[src/rtl/reduce_exec.sv]
// reduce_exec: length-prefixed stream reduction engine between two show-ahead FIFOs
module reduce_exec #(
    parameter int DWIDTH        = 8,
    parameter int CNT_WIDTH     = 8,
    parameter int PKT_CNT_WIDTH = 16
) (
    input  logic                     clk,
    input  logic                     rst,
    input  logic                     ififo_rdy,
    input  logic [DWIDTH-1:0]        idata,
    output logic                     ififo_pop,
    input  logic [1:0]               mode,
    input  logic                     ofifo_not_full,
    output logic                     ofifo_push,
    output logic [DWIDTH-1:0]        odata,
    output logic                     exec_idle,
    output logic [PKT_CNT_WIDTH-1:0] pkt_count
);
    typedef enum logic [1:0] {IDLE, ACCUM, PUSH} state_t;
    state_t                   state_q, state_d;
    logic [CNT_WIDTH-1:0]     cnt_q, cnt_d;
    logic [1:0]               op_q, op_d;
    logic [DWIDTH-1:0]        acc_q, acc_d, fold;
    logic [PKT_CNT_WIDTH-1:0] pkt_q, pkt_d;
    logic                     hdr_pop, hdr_zero, last_pop;

    // state and datapath registers
    always_ff @(posedge clk) begin
        if (rst) begin
            state_q <= IDLE;
            cnt_q   <= '0;
            op_q    <= 2'd0;
            acc_q   <= '0;
            pkt_q   <= '0;
        end else begin
            state_q <= state_d;
            cnt_q   <= cnt_d;
            op_q    <= op_d;
            acc_q   <= acc_d;
            pkt_q   <= pkt_d;
        end
    end

    // FIFO handshakes; a header is any word popped outside ACCUM
    always_comb begin
        ififo_pop  = ififo_rdy && (state_q != PUSH || ofifo_not_full);
        ofifo_push = state_q == PUSH && ofifo_not_full;
        hdr_pop    = ififo_pop && state_q != ACCUM;
        hdr_zero   = idata[CNT_WIDTH-1:0] == '0;
        last_pop   = state_q == ACCUM && ififo_pop && cnt_q == CNT_WIDTH'(1);
        exec_idle  = state_q == IDLE;
        odata      = acc_q;
        pkt_count  = pkt_q;
    end

    // next state: a header pop wins, including the one overlapping a push
    always_comb begin
        state_d = hdr_pop ? (hdr_zero ? PUSH : ACCUM) :
                  last_pop ? PUSH :
                  ofifo_push ? IDLE :
                  state_q == PUSH || state_q == ACCUM ? state_q : IDLE;
    end

    // selected operator folded into the accumulator; ADD drops its carry
    always_comb begin
        fold = op_q == 2'd0 ? acc_q ^ idata :
               op_q == 2'd1 ? acc_q + idata :
               op_q == 2'd2 ? acc_q & idata : acc_q | idata;
    end

    // datapath next values: header loads identity, data words fold and count down
    always_comb begin
        cnt_d = cnt_q;
        op_d  = op_q;
        acc_d = acc_q;
        pkt_d = ofifo_push ? pkt_q + PKT_CNT_WIDTH'(1) : pkt_q;
        if (hdr_pop) begin
            cnt_d = idata[CNT_WIDTH-1:0];
            op_d  = mode;
            acc_d = mode == 2'd2 ? '1 : '0;
        end else if (state_q == ACCUM && ififo_pop) begin
            cnt_d = cnt_q - CNT_WIDTH'(1);
            acc_d = fold;
        end
    end
endmodule

[config.mk]
export PLATFORM = sky130hd
export DESIGN_NAME = reduce_exec
export DESIGN_NICKNAME = d
export VERILOG_FILES = /design/src/rtl/reduce_exec.sv
export SDC_FILE = /design/constraint.sdc
export NUM_CORES = 1
export LEC_CHECK = 0
export ABC_AREA = 1
export BUFFER_PORTS_ARGS = -buffer_cell sky130_fd_sc_hd__buf_2
export CORE_ASPECT_RATIO = 1.2
export CORE_UTILIZATION = 45
export CTS_CLUSTER_DIAMETER = 150
export DETAILED_ROUTE_END_ITERATION = 8
export HOLD_SLACK_MARGIN = 0.1
export PLACE_DENSITY_LB_ADDON = 0.3
export REMOVE_ABC_BUFFERS = 1
export SYNTH_ARGS = -nofsm -noshare
export SYNTH_HDL_FRONTEND = slang
export SYNTH_SLANG_ARGS = --single-unit
export TNS_END_PERCENT = 5
[constraint.sdc]
create_clock -name clk -period 2.2 [get_ports clk]
set_input_delay 0.11 -clock clk [delete_from_list [all_inputs] [get_ports clk]]
set_output_delay 0.11 -clock clk [all_outputs]
set_load 0.02 [all_outputs]
### After elaboration in Yosys (flattened, before gate mapping)

Cells that the tools add are included.

| word-level totals | value |
|---|---|
| register bits | 36 |

| cells by class | value |
|---|---|
| $add $sub $neg | 3 |
| equality and inequality tests | 9 |
| multiplexer cells | 13 |
| bitwise operators | 3 |
| reduce and logical (&&, ||, !) cells | 11 |

Operators with widths:

| kind | number |
|---|---|
| two-way mux 8 bit | 8 |
| adder 16 x 1 -> 16 bit, second input constant | 1 |
| two-way mux 2 bit | 5 |
| adder 8 bit | 1 |
| AND 8 bit | 1 |
| == test 8 x 1 -> 1 bit, second input constant | 1 |
| logical NOT 8 bit | 1 |
| OR 8 bit | 1 |
| subtractor 8 x 1 -> 8 bit, second input constant | 1 |
| XOR 8 bit | 1 |
| == test 2 bit, second input constant | 3 |
| logical AND 1 bit | 5 |
| == test 2 x 1 -> 1 bit, second input constant | 2 |
| logical NOT 2 bit | 2 |
| != test 4 bit, second input constant | 1 |
| logical OR 1 bit | 2 |
| != test 2 x 1 -> 1 bit, second input constant | 1 |
| != test 2 bit, second input constant | 1 |
| nonzero test 2 bit | 1 |

### Longest topological paths before layout

Gate-level depths: netlist of run 1.

| logic depth | value |
|---|---|
| depth after elaboration | 7 |
| depth in mapped cells | 13 |

### Worst setup path before layout of run 1

Ideal clock, no wire load.

| timing path | value |
|---|---|
| kind | register to register |
| from | reg acc_q[0] (netlist: odata[0]) |
| to | reg acc_q[6] (netlist: odata[6]) |
| setup time | 0.132 ns |
| arrival time | 1.665 ns |
| required time | 2.068 ns |
| path slack | 0.403 ns |
| stages on the path, launching flop included | 14 |
| path buffers | 0 |
| period minus slack after synthesis | 1.797 ns |
| path through | dfxtp_1 -> ha_1 -> inv_1 -> fa_1 -> inv_1 -> nand2_1 -> nand2_1 -> nand3b_1 -> nand2_1 -> nand2_1 -> nand3_1 -> nand2_1 -> nand2_1 -> a21oi_1 |

| between the ends | value |
|---|---|
| cells in the longest elaborated chain, start to end | 5 |

RTL lines:

| what | RTL line | text |
|---|---|---|
| start, declared | 23 | `logic [DWIDTH-1:0] acc_q, acc_d, fold;` |
| start signal, assigned | 33 | `acc_q <= '0;` |
| start signal, assigned | 39 | `acc_q <= acc_d;` |
| adder 8 bit | 67 | `op_q == 2'd1 ? acc_q + idata :` |
| two-way mux 8 bit | 67 |  |
| two-way mux 8 bit | 66 | `fold = op_q == 2'd0 ? acc_q ^ idata :` |
| two-way mux 8 bit | 81 | `end else if (state_q == ACCUM && ififo_pop) begin` |
| two-way mux 8 bit | 77 | `if (hdr_pop) begin` |

No other way between the ends. The select of a mux whose other input is x is not followed.
A chain may end at the register's enable or synchronous reset.

### Worst setup path in the final report of run 1

Ends and elaborated chain as after synthesis.

==> summary.txt, run 1 <==
Global routing
  • Initial antenna violation count: 0
  • Largest net degree at the start of global routing: 23
  • Number of global-route vias before repair: 2391
  • GRT met1 Usage: 25.32%
  • GRT busiest layer: met2
  • GR Overflow Total: 0
  • GRT met2 Usage: 37.41%
  • First-pass GRT wire length: 10150 um
  • Met3 Usage GRT: 4.490%
  • GRT Total Usage: 21.27%

Placement
  • Final Wtd Congestion: 0.8575
  • Hpwl dp: 4603 um
  • IO buf count: 40
  • Place WS: 0.4193 ns

STA
  • Relative max-transition margin: 67.64%
  • Worst Max-Slew Pin Slew: 0.4848 ns
  • Final setup fails: 0
  • FMAX: 541.8 MHz
  • Final worst slack: 0.3542 ns
  • Final slew viol count: 0
  • Tcrit/Tclk final: 83.90%
  • TNS Setup: 0 ns
  • Tmin final: 1.846 ns
  • RSZ-0062 raised after global routing: false
  • Final Skew: 0.006740 ns
  • Hold WS: 0.1306 ns
  • Fin. Hold Viols: 0

CTS
  • Worst-Skew Late Latency: 0.29 ns
  • Longest Clk Path Bufs: 2
  • CTS tree: done
  • TritonCTS Buffers: 5
  • Hold_buf cts: 0
  • Worst-path clk slew: 0.08 ns
  • CTS sink count: 36
  • H-tree Lvls: 2
  • CTS root buffer: clkbuf_8
  • Setup Fix Bufs, Post-CTS: 0
  • Cts repair resizes: 0

Hold path
  • Min-delay worst type: input pin to flop

Layout
  • Multi-input gate area: 0.001496 mm2
  • Filler instances: 525
  • Area delta synth->final: 14.86%
  • Share of layout cells above drive strength 1: 16.46%
  • Register Area: 720.7 um2
  • N_diodes: 0
  • Layout Nets: 449

Critical path
  • Critical path origin: odata[0]
  • Worst path most repeated cell: nand2_1
  • Highest-delay cell along the critical path: fa_1
  • Worst-path maximum fanout: 4
  • R2r startpoint: odata[0]
  • Worst path max stage delay: 0.39 ns
  • Worst setup EP type: flop
  • R2R cell count: 13
  • Cells along the critical path: ha_1 > inv_1 > fa_1 > inv_1 > nand2_1 > nand2_1 > nand3b_1 > nand2_1 > nand2_1 > nand3_1 > nand2_1 > nand2_1 > a21oi_1
  • Worst setup SP type: flop
  • CP endpoint: odata[6]
  • CP bufs+invs: 2
  • CP arrival: 2.01 ns
  • Top delay family on crit path: adder cells
  • CP required: 2.36 ns
  • Reg2reg end: odata[6]
  • R2R Setup Slk: 0.35 ns
  • CP Class: flop to flop
  • CP Depth: 13

Logic synthesis
  • Synth cell types: 35
  • Seq/Total Area, Yosys: 29.02%
  • Avg Inst Size Synth: 6.731 um2
  • Mapped Cells: 369
  • Syn. warnings: 0
  • Mapped cell area: 0.002484 mm2
  • Synth top area share: 29.02%
  • Dominant cell type by area after synthesis: dfxtp_1
  • Synth area leaders: dfxtp_1, nand2_1, ha_1
  • FF+latch count, synth: 36

Route
  • Post-route DRC: 0
  • Drt first pass iters: 5
  • Wire per inst: 12.54 um
  • Post-route ant nets: 0
  • 1st-iter DRT viols: 90
  • DR vias: 2475
  • Post-Route WL: 5957 um
  • DR vias/cell: 5.211

Die
  • Ports: 41
  • Die Wd: 69.82 um
  • Rows: 29
  • DIE AREA: 0.005822 mm2
  • Initial cell density of the core: 46.88%
  • Die Span Y: 83.38 um
  • Core area: 0.005298 mm2

Pwr
  • Pwr dens: 563.8 mW/mm2
  • VDD IR max: 0.0004364 V
  • P_leak: 1.378 nW

Outcome
  • Status: complete, no violations

Flow run
  • Max_cap viols: 0
## placed cells by master, fill, tap and decap left out, drive strengths merged, types with 17 or more instances in the layout
master,count
nand3,17
nor2,36
nand2,86
ha,22
o21ai,28
a21oi,41
inv,63
buf,40
dfxtp,36
## power breakdown
group	total (mW)	leakage [nW]	internal, mW	switching, mW
Clock	0.591	0.0541	0.335	0.256
Combinational	0.315	1.03	0.113	0.202
Sequential	0.702	0.293	0.676	0.0265
## worst min path at each step
stage	start	depth (start not counted)	end
6_report	idata[6]	3	cnt_q[6]
3_5_place_dp	idata[6]	3	cnt_q[6]
3_3_place_gp	idata[5]	3	cnt_q[5]
4_1_cts	idata[6]	3	cnt_q[6]
5_1_grt	mode[1]	3	op_q[1]
2_1_floorplan	rst	1	cnt_q[7]
## per-layer routing
metal | routed length [um] | up-vias
met1 | 2668 | 1124
met5 | 0 | -
met3 | 288 | 12
li1 | - | 1274
met4 | 97 | 0
met2 | 2903 | 65
## flip-flops by register name, summed over array words and instances (netlist names)
signal	count
state_q	2
pkt_count	16
odata	8
op_q	2
cnt_q	8
## cell families after synthesis
| logic type | Yosys count | share of synthesized area [%] |
|---|---|---|
| AO/OA/AOI/OAI | 86 | 19.09 |
| flip-flops | 36 | 29.02 |
| adder cells (fa/ha/maj) | 23 | 11.89 |
| AND/OR/NAND/NOR | 150 | 27.51 |
| buffers and inverters | 69 | 10.73 |
| XOR/XNOR | 5 | 1.764 |
## cells in the mapped netlist
| cell | number |
|---|---|
| nand3_2 | 1 |
| inv_1 | 62 |
| o221ai_1 | 2 |
| nand2_1 | 80 |
| a21boi_2 | 1 |
| o22ai_1 | 1 |
| clkbuf_1 | 2 |
| nand4_1 | 4 |
| xor2_1 | 2 |
| fa_1 | 1 |
| xnor2_1 | 3 |
| a21oi_1 | 41 |
| o21ai_0 | 28 |
| o21a_1 | 3 |
| nand2_4 | 2 |
| nand3b_1 | 2 |
| ha_1 | 22 |
| or2_2 | 2 |
| buf_4 | 1 |
| o2111ai_1 | 1 |
| dfxtp_1 | 36 |
| nand2_2 | 4 |
| nor2_4 | 2 |
| nor2_8 | 1 |
| and2_1 | 1 |
| buf_2 | 1 |
| o211ai_1 | 3 |
| a31oi_1 | 5 |
| clkinv_2 | 2 |
| nand3_1 | 16 |
| nor2_1 | 29 |
| a221oi_1 | 1 |
| nor2_2 | 4 |
| inv_2 | 1 |
| nor3_1 | 2 |
## tightest hold or removal path: cells and delay by family
kind | cells | cell delay [ns]
compound gates | 1 | 0.08
buf+inv | 1 | 0.12
simple gates | 1 | 0.06
## through the flow
stage,instances,power (mW),area (um2),util (%)
2_1_floorplan,365,0.9365,2464,-
3_3_place_gp,467,1.023,2741,51.75
3_5_place_dp,467,1.030,2741,51.75
4_1_cts,475,1.613,2853,53.85
5_1_grt,475,1.684,2853,53.85
6_report,475,1.608,2853,53.85
## cell type report
type	count	share of cell area, %
Timing Repair Buffer	40	7.018
Clock buffer	5	2.412
Inverter	65	8.640
Clock inverter	3	1.491
Tap cell	62	2.719
Sequential cell	36	25.26
Multi-Input combinational cell	264	52.46
No activity file was read; power rests on OpenSTA's default activity.
==> run 2, diff against run 1 <==
- clock period: 2.2 -> 1.9 ns (I/O delays scaled with it)
==> summary.txt, run 2 (synthesized netlist as in run 1, its figures left out) <==
Outcome
  • Status: complete, no violations

Layout
  • Max FFs per register: 16 (unchanged)
  • Most frequent cells in the layout: nand2_1, inv_1, a21oi_1
  • Layout Nets: 453 (+0.89%)
  • Most common library cell in the layout ignoring fill and taps: nand2_1
  • Final instance area: 0.002858 mm2 (+0.18%)
  • Cell Count, Final, Fillers Out: 478 (+0.63%)
  • Area delta synth->final: 15.06%
  • N_diodes: 0 (unchanged)
  • Share of layout cells above drive strength 1: 17.55% (+1.1 points)

STA
  • Worst Max-Slew Pin Slew: 0.4572 ns (-0.02755 ns)
  • Fin. Hold Viols: 0 (unchanged)
  • Final slew viol count: 0 (unchanged)
  • Tcrit/Tclk final: 93.74% (+9.8 points)
  • Relative max-transition margin: 69.48% (+1.8 points)
  • FMAX: 561.5 MHz (+3.6%)
  • TNS Setup: 0 ns (unchanged)
  • Final setup fails: 0 (unchanged)
  • RSZ-0062 raised after global routing: true
  • Tmin final: 1.781 ns (-0.06471 ns)
  • Final Skew: 0.004954 ns (-0.001786 ns)

Pwr
  • Pwr dens: 599.8 mW/mm2 (+6.4%)
  • VDD IR max: 0.0003412 V (-22%)
  • P_leak: 1.383 nW (+0.32%)
  • Total Power: 1.714 mW (+6.6%)

Critical path
  • CP arrival: 2.02 ns (about the same)
  • CP Class: flop to flop
  • Critical path origin: state_q[0]
  • CP required: 2.14 ns (-0.22 ns)
  • Worst setup SP type: flop
  • Worst-path maximum fanout: 10 (+6)
  • R2r startpoint: state_q[0]
  • Worst setup EP type: flop

Route
  • Post-Route WL: 6119 um (+2.7%)
  • Post-route ant nets: 0 (unchanged)
  • DR vias/cell: 5.230 (+0.38%)
  • 1st-iter DRT viols: 116 (+29%)
  • Wire per inst: 12.80 um (+2.1%)
  • Drt first pass iters: 4 (-1)
  • DR vias: 2500 (+1.0%)
  • Post-route DRC: 0 (unchanged)

CTS
  • CTS sink count: 36 (unchanged)
  • CTS tree: done
  • Worst-Skew Late Latency: 0.29 ns (about the same)
  • H-tree Lvls: 2 (unchanged)
  • TritonCTS Buffers: 5 (unchanged)
  • Longest Clk Path Bufs: 2 (unchanged)
  • Worst-path clk slew: 0.07 ns (about the same)
  • CTS root buffer: clkbuf_8

Global routing
  • First-pass GRT wire length: 10340 um (+1.8%)
  • GRT Total Usage: 22.17% (+0.89 points)
  • Largest net degree at the start of global routing: 22 (-4.3%)
  • Initial antenna violation count: 0 (unchanged)
  • Number of global-route vias before repair: 2344 (-2.0%)
  • GR Overflow Total: 0 (unchanged)

Placement
  • IO buf count: 40 (unchanged)
  • Final Wtd Congestion: 0.8426 (-1.7%)
  • # placed instances: 469 (+0.43%)
  • Cell Area, Placed: 0.002756 mm2 (+0.55%)
  • Hpwl dp: 4695 um (+2.0%)

Die
  • Die Wd: 69.82 um (unchanged)
  • Initial cell density of the core: 46.88% (unchanged)
  • Die Span Y: 83.38 um (unchanged)
  • DIE AREA: 0.005822 mm2 (unchanged)
  • Ports: 41 (unchanged)
  • Rows: 29 (unchanged)
  • Core area: 0.005298 mm2 (unchanged)

Hold path
  • Min-delay worst type: input pin to flop
  • Hold_sp: idata[6]

Flow run
  • Max_cap viols: 0 (unchanged)
==> run 2: layout make-up <==
class	count	area, um2
fillers	537	2440
multi-input cells	264	1501
flip-flops and latches	36	721.9
inverters	65	249.0
repair buffers	44	230.2
well taps	62	77.57
clock buffers	6	72.57
clock inverters	1	5.005
==> run 2: what timing repair did <==
| item | in CTS | in global routing |
|---|---|---|
| setup endpoints to repair | 0 | 9 |
| resized for setup | 0 | 4 |
| buffers inserted | 0 | 2 |
| hold buffers | 0 | 0 |
==> run 2: path summary, 6_finish.rpt <==
check,endpoint,slack (ns),cells after the start
min reg2reg,pkt_count[9],0.50,2
max reg2reg,state_q[1],0.12,9
max,state_q[1],0.12,9
min,cnt_q[6],0.12,3
==> run 2: critical path, stage by stage, from the launching register on <==
cell      delay (ns)
dfxtp_1         0.37
inv_1           0.08
ha_1            0.23
a21boi_2        0.31
nand2_2         0.22
clkinv_2        0.16
nand4_1         0.14
o211ai_1        0.12
nand2_1         0.07
inv_1           0.05
==> run 2: where the power goes <==
part           leakage [nW]  switching [mW]  internal [mW]  total [mW]
Sequential            0.293          0.0281          0.783       0.811
Clock                0.0410           0.281          0.250       0.531
Combinational          1.05           0.237          0.135       0.372
==> run 2: routing by layer <==
| metal | share of wire, % | GRT usage [%] | vias to the layer above |
|---|---|---|---|
| li1 | - | - | 1286 |
| met1 | 43 | 26.40 | 1134 |
| met2 | 49 | 38.81 | 68 |
| met3 | 5.4 | 4.005 | 12 |
| met4 | 2.6 | 8.909 | 0 |
| met5 | 0 | 0 | - |
==> run 2: through the flow <==
step	hold WS, ns	setup slack (ns)	utilization [%]
2_1_floorplan	0.1641	0.1169	-
3_3_place_gp	0.4099	0.1664	52.03
3_5_place_dp	0.4228	0.08487	52.03
4_1_cts	0.1046	0.07232	53.50
5_1_grt	0.1170	-0.06702	53.94
6_report	0.1172	0.1189	53.94
